`src/rtl/row_s2p_collector.sv`:
```
`default_nettype none
// ============================================================================
// Module   : row_s2p_collector
// Purpose  : Per-row serial-to-parallel deserializer. Each lane assembles
//            (BITS_ADC+1)-bit words MSB first. Completed words are held in a
//            single-entry buffer per lane. A round-robin arbiter moves them,
//            tagged with the row index, into a first-word-fall-through FIFO
//            that drives a valid/ready output port.
// Revision : 1.0  initial release
// ============================================================================
module row_s2p_collector #(
  parameter int ROW_NUM    = 8,
  parameter int BITS_ADC   = 12,
  parameter int ROW_IDX_W  = 3,
  parameter int FIFO_DEPTH = 16,
  parameter int OUT_W      = ROW_IDX_W + BITS_ADC + 1
) (
  input  logic                          clk_50M,
  input  logic                          rst_n,
  input  logic                          sample_stb,
  input  logic [ROW_NUM-1:0]            s_data,
  input  logic [ROW_NUM-1:0]            data_valid,
  output logic [OUT_W-1:0]              out_data,
  output logic                          out_valid,
  input  logic                          out_ready,
  input  logic                          clr_stat,
  output logic [ROW_NUM-1:0]            frame_err,
  output logic [ROW_NUM-1:0]            lane_ovf,
  output logic [$clog2(FIFO_DEPTH):0]   fifo_level
);

  localparam int WORD_W = BITS_ADC + 1;
  localparam int CNT_W  = $clog2(WORD_W);
  localparam int ADDR_W = $clog2(FIFO_DEPTH);
  localparam int LVL_W  = ADDR_W + 1;
  localparam int SUM_W  = ROW_IDX_W + 1;

  localparam logic [CNT_W-1:0]     CNT_LAST  = CNT_W'(BITS_ADC);
  localparam logic [LVL_W-1:0]     LVL_FULL  = LVL_W'(FIFO_DEPTH);
  localparam logic [ROW_IDX_W-1:0] LANE_LAST = ROW_IDX_W'(ROW_NUM - 1);
  localparam logic [SUM_W-1:0]     LANE_CNT  = SUM_W'(ROW_NUM);

  // Lane <-> arbiter glue
  logic [ROW_NUM-1:0]  pend_vec;
  logic [ROW_NUM-1:0]  abort_vec;
  logic [ROW_NUM-1:0]  drop_vec;
  logic [ROW_NUM-1:0]  grant;
  logic [WORD_W-1:0]   hold_arr [ROW_NUM];

  // Arbiter state
  logic [ROW_IDX_W-1:0] rr_ptr_q, rr_ptr_d;
  logic [ROW_IDX_W-1:0] gnt_idx;
  logic [SUM_W-1:0]     srch_idx;
  logic                 gnt_any;

  // FIFO state
  logic [OUT_W-1:0]  mem_q [FIFO_DEPTH];
  logic [OUT_W-1:0]  mem_d [FIFO_DEPTH];
  logic [ADDR_W-1:0] wr_ptr_q, wr_ptr_d;
  logic [ADDR_W-1:0] rd_ptr_q, rd_ptr_d;
  logic [LVL_W-1:0]  level_q, level_d;
  logic              fifo_full;
  logic              push;
  logic              pop;
  logic [OUT_W-1:0]  push_data;

  // Sticky status
  logic [ROW_NUM-1:0] frame_err_q, frame_err_d;
  logic [ROW_NUM-1:0] lane_ovf_q, lane_ovf_d;

  // --------------------------------------------------------------------------
  // Per-lane deserializer and holding register
  // --------------------------------------------------------------------------
  for (genvar x = 0; x < ROW_NUM; x++) begin : g_lane
    logic [WORD_W-1:0] shift_q, shift_d;
    logic [WORD_W-1:0] hold_q, hold_d;
    logic [CNT_W-1:0]  cnt_q, cnt_d;
    logic              pend_q, pend_d;
    logic              abort_w;
    logic              drop_w;

    // Shift, count and hand completed words to the holding register
    always_comb begin
      shift_d = shift_q;
      hold_d  = hold_q;
      cnt_d   = cnt_q;
      pend_d  = pend_q;
      abort_w = 1'b0;
      drop_w  = 1'b0;
      // A grant empties the holding register unless a new word lands below
      if (grant[x]) begin
        pend_d = 1'b0;
      end
      if (sample_stb) begin
        if (data_valid[x]) begin
          shift_d = {shift_q[WORD_W-2:0], s_data[x]};
          if (cnt_q == CNT_LAST) begin
            cnt_d = '0;
            if (pend_q && !grant[x]) begin
              // Held word has not left yet: keep it, lose the new one
              drop_w = 1'b1;
            end else begin
              hold_d = {shift_q[WORD_W-2:0], s_data[x]};
              pend_d = 1'b1;
            end
          end else begin
            cnt_d = cnt_q + 1'b1;
          end
        end else begin
          cnt_d = '0;
          if (cnt_q != '0) begin
            abort_w = 1'b1;
          end
        end
      end
    end

    // Lane registers
    always_ff @(posedge clk_50M or negedge rst_n) begin
      if (!rst_n) begin
        shift_q <= '0;
        hold_q  <= '0;
        cnt_q   <= '0;
        pend_q  <= 1'b0;
      end else begin
        shift_q <= shift_d;
        hold_q  <= hold_d;
        cnt_q   <= cnt_d;
        pend_q  <= pend_d;
      end
    end

    assign pend_vec[x]  = pend_q;
    assign abort_vec[x] = abort_w;
    assign drop_vec[x]  = drop_w;
    assign hold_arr[x]  = hold_q;
  end

  // --------------------------------------------------------------------------
  // Round-robin arbiter
  // --------------------------------------------------------------------------

  // Find the first pending lane at or after the pointer, wrapping at ROW_NUM
  always_comb begin
    grant    = '0;
    gnt_idx  = '0;
    gnt_any  = 1'b0;
    srch_idx = '0;
    rr_ptr_d = rr_ptr_q;
    if (!fifo_full) begin
      for (int i = 0; i < ROW_NUM; i++) begin
        srch_idx = {1'b0, rr_ptr_q} + SUM_W'(i);
        if (srch_idx >= LANE_CNT) begin
          srch_idx = srch_idx - LANE_CNT;
        end
        if (!gnt_any && pend_vec[srch_idx[ROW_IDX_W-1:0]]) begin
          gnt_any = 1'b1;
          gnt_idx = srch_idx[ROW_IDX_W-1:0];
        end
      end
      if (gnt_any) begin
        grant[gnt_idx] = 1'b1;
        rr_ptr_d = (gnt_idx == LANE_LAST) ? '0 : gnt_idx + 1'b1;
      end
    end
  end

  // Arbiter pointer register
  always_ff @(posedge clk_50M or negedge rst_n) begin
    if (!rst_n) begin
      rr_ptr_q <= '0;
    end else begin
      rr_ptr_q <= rr_ptr_d;
    end
  end

  // --------------------------------------------------------------------------
  // Output FIFO (first-word-fall-through)
  // --------------------------------------------------------------------------
  assign fifo_full = (level_q == LVL_FULL);
  assign push      = gnt_any;
  assign push_data = {gnt_idx, hold_arr[gnt_idx]};
  assign pop       = out_valid & out_ready;

  // Write/read pointers and occupancy; a same-cycle pop never frees a slot
  // for this cycle's push because the grant already saw the full level
  always_comb begin
    mem_d    = mem_q;
    wr_ptr_d = wr_ptr_q;
    rd_ptr_d = rd_ptr_q;
    level_d  = level_q;
    if (push) begin
      mem_d[wr_ptr_q] = push_data;
      wr_ptr_d        = wr_ptr_q + 1'b1;
    end
    if (pop) begin
      rd_ptr_d = rd_ptr_q + 1'b1;
    end
    case ({push, pop})
      2'b10:   level_d = level_q + 1'b1;
      2'b01:   level_d = level_q - 1'b1;
      default: level_d = level_q;
    endcase
  end

  // FIFO registers
  always_ff @(posedge clk_50M or negedge rst_n) begin
    if (!rst_n) begin
      for (int i = 0; i < FIFO_DEPTH; i++) begin
        mem_q[i] <= '0;
      end
      wr_ptr_q <= '0;
      rd_ptr_q <= '0;
      level_q  <= '0;
    end else begin
      mem_q    <= mem_d;
      wr_ptr_q <= wr_ptr_d;
      rd_ptr_q <= rd_ptr_d;
      level_q  <= level_d;
    end
  end

  assign out_valid  = (level_q != '0);
  assign out_data   = out_valid ? mem_q[rd_ptr_q] : '0;
  assign fifo_level = level_q;

  // --------------------------------------------------------------------------
  // Sticky status flags
  // --------------------------------------------------------------------------

  // Clear first, then OR in this cycle's events so a set wins over clr_stat
  always_comb begin
    frame_err_d = (clr_stat ? '0 : frame_err_q) | abort_vec;
    lane_ovf_d  = (clr_stat ? '0 : lane_ovf_q)  | drop_vec;
  end

  // Status registers
  always_ff @(posedge clk_50M or negedge rst_n) begin
    if (!rst_n) begin
      frame_err_q <= '0;
      lane_ovf_q  <= '0;
    end else begin
      frame_err_q <= frame_err_d;
      lane_ovf_q  <= lane_ovf_d;
    end
  end

  assign frame_err = frame_err_q;
  assign lane_ovf  = lane_ovf_q;

endmodule
`default_nettype wire

```
`config.mk`:
```
export PLATFORM = sky130hd
export DESIGN_NAME = row_s2p_collector
export DESIGN_NICKNAME = d
export VERILOG_FILES = /design/src/rtl/row_s2p_collector.sv
export SDC_FILE = /design/constraint.sdc
export NUM_CORES = 1
export LEC_CHECK = 0
export CAP_MARGIN = 5
export CORE_MARGIN = 3
export CORE_UTILIZATION = 55
export CTS_BUF_LIST = sky130_fd_sc_hd__clkbuf_4 sky130_fd_sc_hd__clkbuf_8
export DETAILED_ROUTE_END_ITERATION = 8
export DONT_BUFFER_PORTS = 1
export PLACE_DENSITY = 0.69
export RECOVER_POWER = 100
export SYNTH_ARGS = -nofsm -noshare
export SYNTH_HDL_FRONTEND = slang
export SYNTH_SLANG_ARGS = --single-unit
```
`constraint.sdc`:
```
create_clock -name clk_50M -period 8.17 [get_ports clk_50M]
set_clock_uncertainty 0.1 [all_clocks]
set_input_delay 1.634 -clock clk_50M [delete_from_list [all_inputs] [get_ports clk_50M]]
set_output_delay 1.634 -clock clk_50M [all_outputs]
set_load 0.05 [all_outputs]
```
==> results_dict.tcl <==
set metrics [dict create \
    status "finished, violations left" \
    violations "max-capacitance violations, max-slew violations" \
    antenna_found_initial 1 \
    wl_per_cell_um 21.59 \
    dr.pass1.iters 5 \
    clk_pin_slew_ns 0.06 \
    via_count 16426 \
    netlist.area_leader.share_pct 52.25 \
    rr_startpoint "rr_ptr_q[0]" \
    relSlewSlack_pct -13.34 \
    grt_overflow 0 \
    hold_path.class "flop to flop" \
    yosysWarnings 0 \
    synth_seq_cells 528 \
    cp.required_ns 8.52 \
    drtIter0Drc 1680 \
    cts_tree "yes" \
    hold_viol_final 0 \
    worstSkewPairLatency_ns 0.67 \
    drt-total-wl_um 57650 \
    synth_edf_count 0 \
    postSynthCellCount 2064 \
    drc 0 \
    worst_pin_slew_ns 1.700 \
    chipHeight_um 220.4 \
    start_kind "flop" \
    ioPinCount 59 \
    worstSetupEndpointType "flop" \
    grt_pass1_wl_um 93270 \
    numPortBuffers 0 \
    vias_per_cell 6.152 \
    clock_path_buffers 3 \
    hp-start "mem_q[206]" \
    syn_area_per_cell_um2 12.25 \
    critPathArrivalTime_ns 7.26 \
    synthToLayoutAreaGrowth_pct 6.042 \
    post-place-ws_ns 2.084 \
    worstPathMaxFanout 32 \
    rsz0062_at_grt "no" \
    dieArea_um2 48590 \
    ant_nets 0 \
    grtUsageTotal_pct 24.66 \
    netlist_area_um2 25290 \
    die_w_um 220.4 \
    ys_seq_area_share_pct 52.25 \
    max-cap-violations 9 \
    async_reset_ff_share_pct 100.0 \
    numCtsBuffers 86 \
    layout.nets 2064 \
    core-area_um2 44800 \
    initial_core_util_pct 56.44 \
    fmax_mhz 144.6 \
    row_count 77 \
    grt_pass1_vias 16672 \
    root_buffer "clkbuf_8" \
    setup-tns-final_ns 0 \
    drv_slew 190 \
    ctsHtreeMaxLevel 3 \
    hold_depth 2 \
    path_class "flop to flop" \
    dp_hpwl_um 35370 \
    setup_viol_count_final 0 \
    yosys.area.top_type "dfrtp_1" \
    layout-drive-gt1-share_pct 22.39 \
    place.gp.congestion 0.8499 \
    grt_max_degree 529 \
    period_needed_ns 6.915 \
    synth_area_leaders "dfrtp_1, mux4_2, mux2_2" \
    syn_nets 2114 \
    rr_worst_depth 12 \
    netlist-cell-type-count 77 \
    cts_sinks 528 \
    worst_slack_ns 1.255 \
    ctsHoldBuffers 0 \
    crit_path_start "rr_ptr_q[0]" \
    final.period_utilization_pct 84.64 \
    cts_resized 0 \
    post_cts_buffers 0 \
    ys.flop_type "dfrtp_1" \
]
worst max-delay path, stage by stage (launching register included):
cell and delay [ns]:
dfrtp_1 0.98, inv_1 0.19, ha_1 0.80, mux4_2 0.42
nor2b_1 0.17, or3_2 0.43, a21oi_1 0.51, o2111ai_1 0.34
o211ai_4 0.78, buf_12 0.29, mux2_2 0.37, o221ai_1 1.10
a31oi_1 0.20
cell usage in the layout (no fill, tap or decap), types with 13 or more instances in the layout:
cell / instances
o221ai_2: 14
clkbuf_4: 33
and2_1: 14
nand4_1: 13
o21ai_0: 85
buf_4: 18
nand2_1: 129
mux2_2: 164
o22ai_1: 34
dfrtp_1: 526
ha_1: 28
mux2i_1: 20
a31oi_1: 215
nor2_1: 221
inv_1: 52
nand3_1: 29
mux4_2: 89
mux2_1: 73
a21boi_0: 24
nor2b_1: 21
clkbuf_8: 108
synth_stat cells (28+ instances only):
cell / count
dfrtp_1: 528
nor2_1: 221
a31oi_1: 214
mux2_2: 167
nand2_1: 130
mux4_2: 89
o21ai_0: 85
mux2_4: 70
clkbuf_1: 66
inv_1: 52
buf_2: 43
o22ai_1: 34
nand3_1: 29
ha_1: 28
logic make-up after synthesis:
family,share of synthesized area (%)
flip-flops,52.25
AND/OR/NAND/NOR,8.145
AO/OA/AOI/OAI,12.81
multiplexers,20.68
buffers and inverters,4.102
adder cells (fa/ha/maj),1.465
XOR/XNOR,0.5542
layout make-up:
cell class,instances,area [um2]
Inverter,53,201.4
Timing Repair Buffer,24,173.9
Sequential cell,528,13220
Antenna cell,1,2.502
Tap cell,592,740.7
Multi-Input combinational cell,1321,10640
Clock inverter,10,100.1
Fill cell,3681,17980
Clock buffer,141,1734
layer usage:
| metal | vias to the layer above | share of wire, % | GRT usage, % |
|---|---|---|---|
| li1 | 7482 | - | - |
| met1 | 8344 | 43 | 33.85 |
| met2 | 506 | 48 | 40.35 |
| met3 | 94 | 6.6 | 5.328 |
| met4 | 0 | 2.0 | 6.611 |
| met5 | - | 0 | 0 |
worst paths after layout:
check	slack, ns	endpoint
max	1.25	mem_q[65]
min	0.37	mem_q[206]
max reg2reg	1.25	mem_q[65]
min reg2reg	0.37	mem_q[206]
max in group asynchronous	6.48	frame_err[7]
min in group asynchronous	0.59	fifo_level[0]
through the flow:
step | std cells | instance area, um2 | hold WS [ns] | utilization, %
6_report | 2670 | 26810 | 0.3709 | 59.85
5_1_grt | 2670 | 26810 | 0.3969 | 59.85
4_1_cts | 2669 | 27250 | 0.3782 | 60.82
3_5_place_dp | 2518 | 25410 | 0.3656 | 56.72
3_3_place_gp | 2518 | 25410 | 0.3567 | 56.72
2_1_floorplan | 2064 | 25290 | 0.3446 | -
flip-flops by register name, indices dropped and copies added (netlist names):
| signal | cells |
|---|---|
| mem_q | 256 |
| g_lane.hold_q | 104 |
| g_lane.shift_q | 96 |
| g_lane.cnt_q | 32 |
| frame_err | 8 |
| g_lane.pend_q | 8 |
| lane_ovf | 8 |
| fifo_level | 5 |
| rd_ptr_q | 4 |
| wr_ptr_q | 4 |
| rr_ptr_q | 3 |
Power is left out: the tool's default activity adds up to more than one toggle a clock period on the data nets, which glitch-free logic cannot reach.
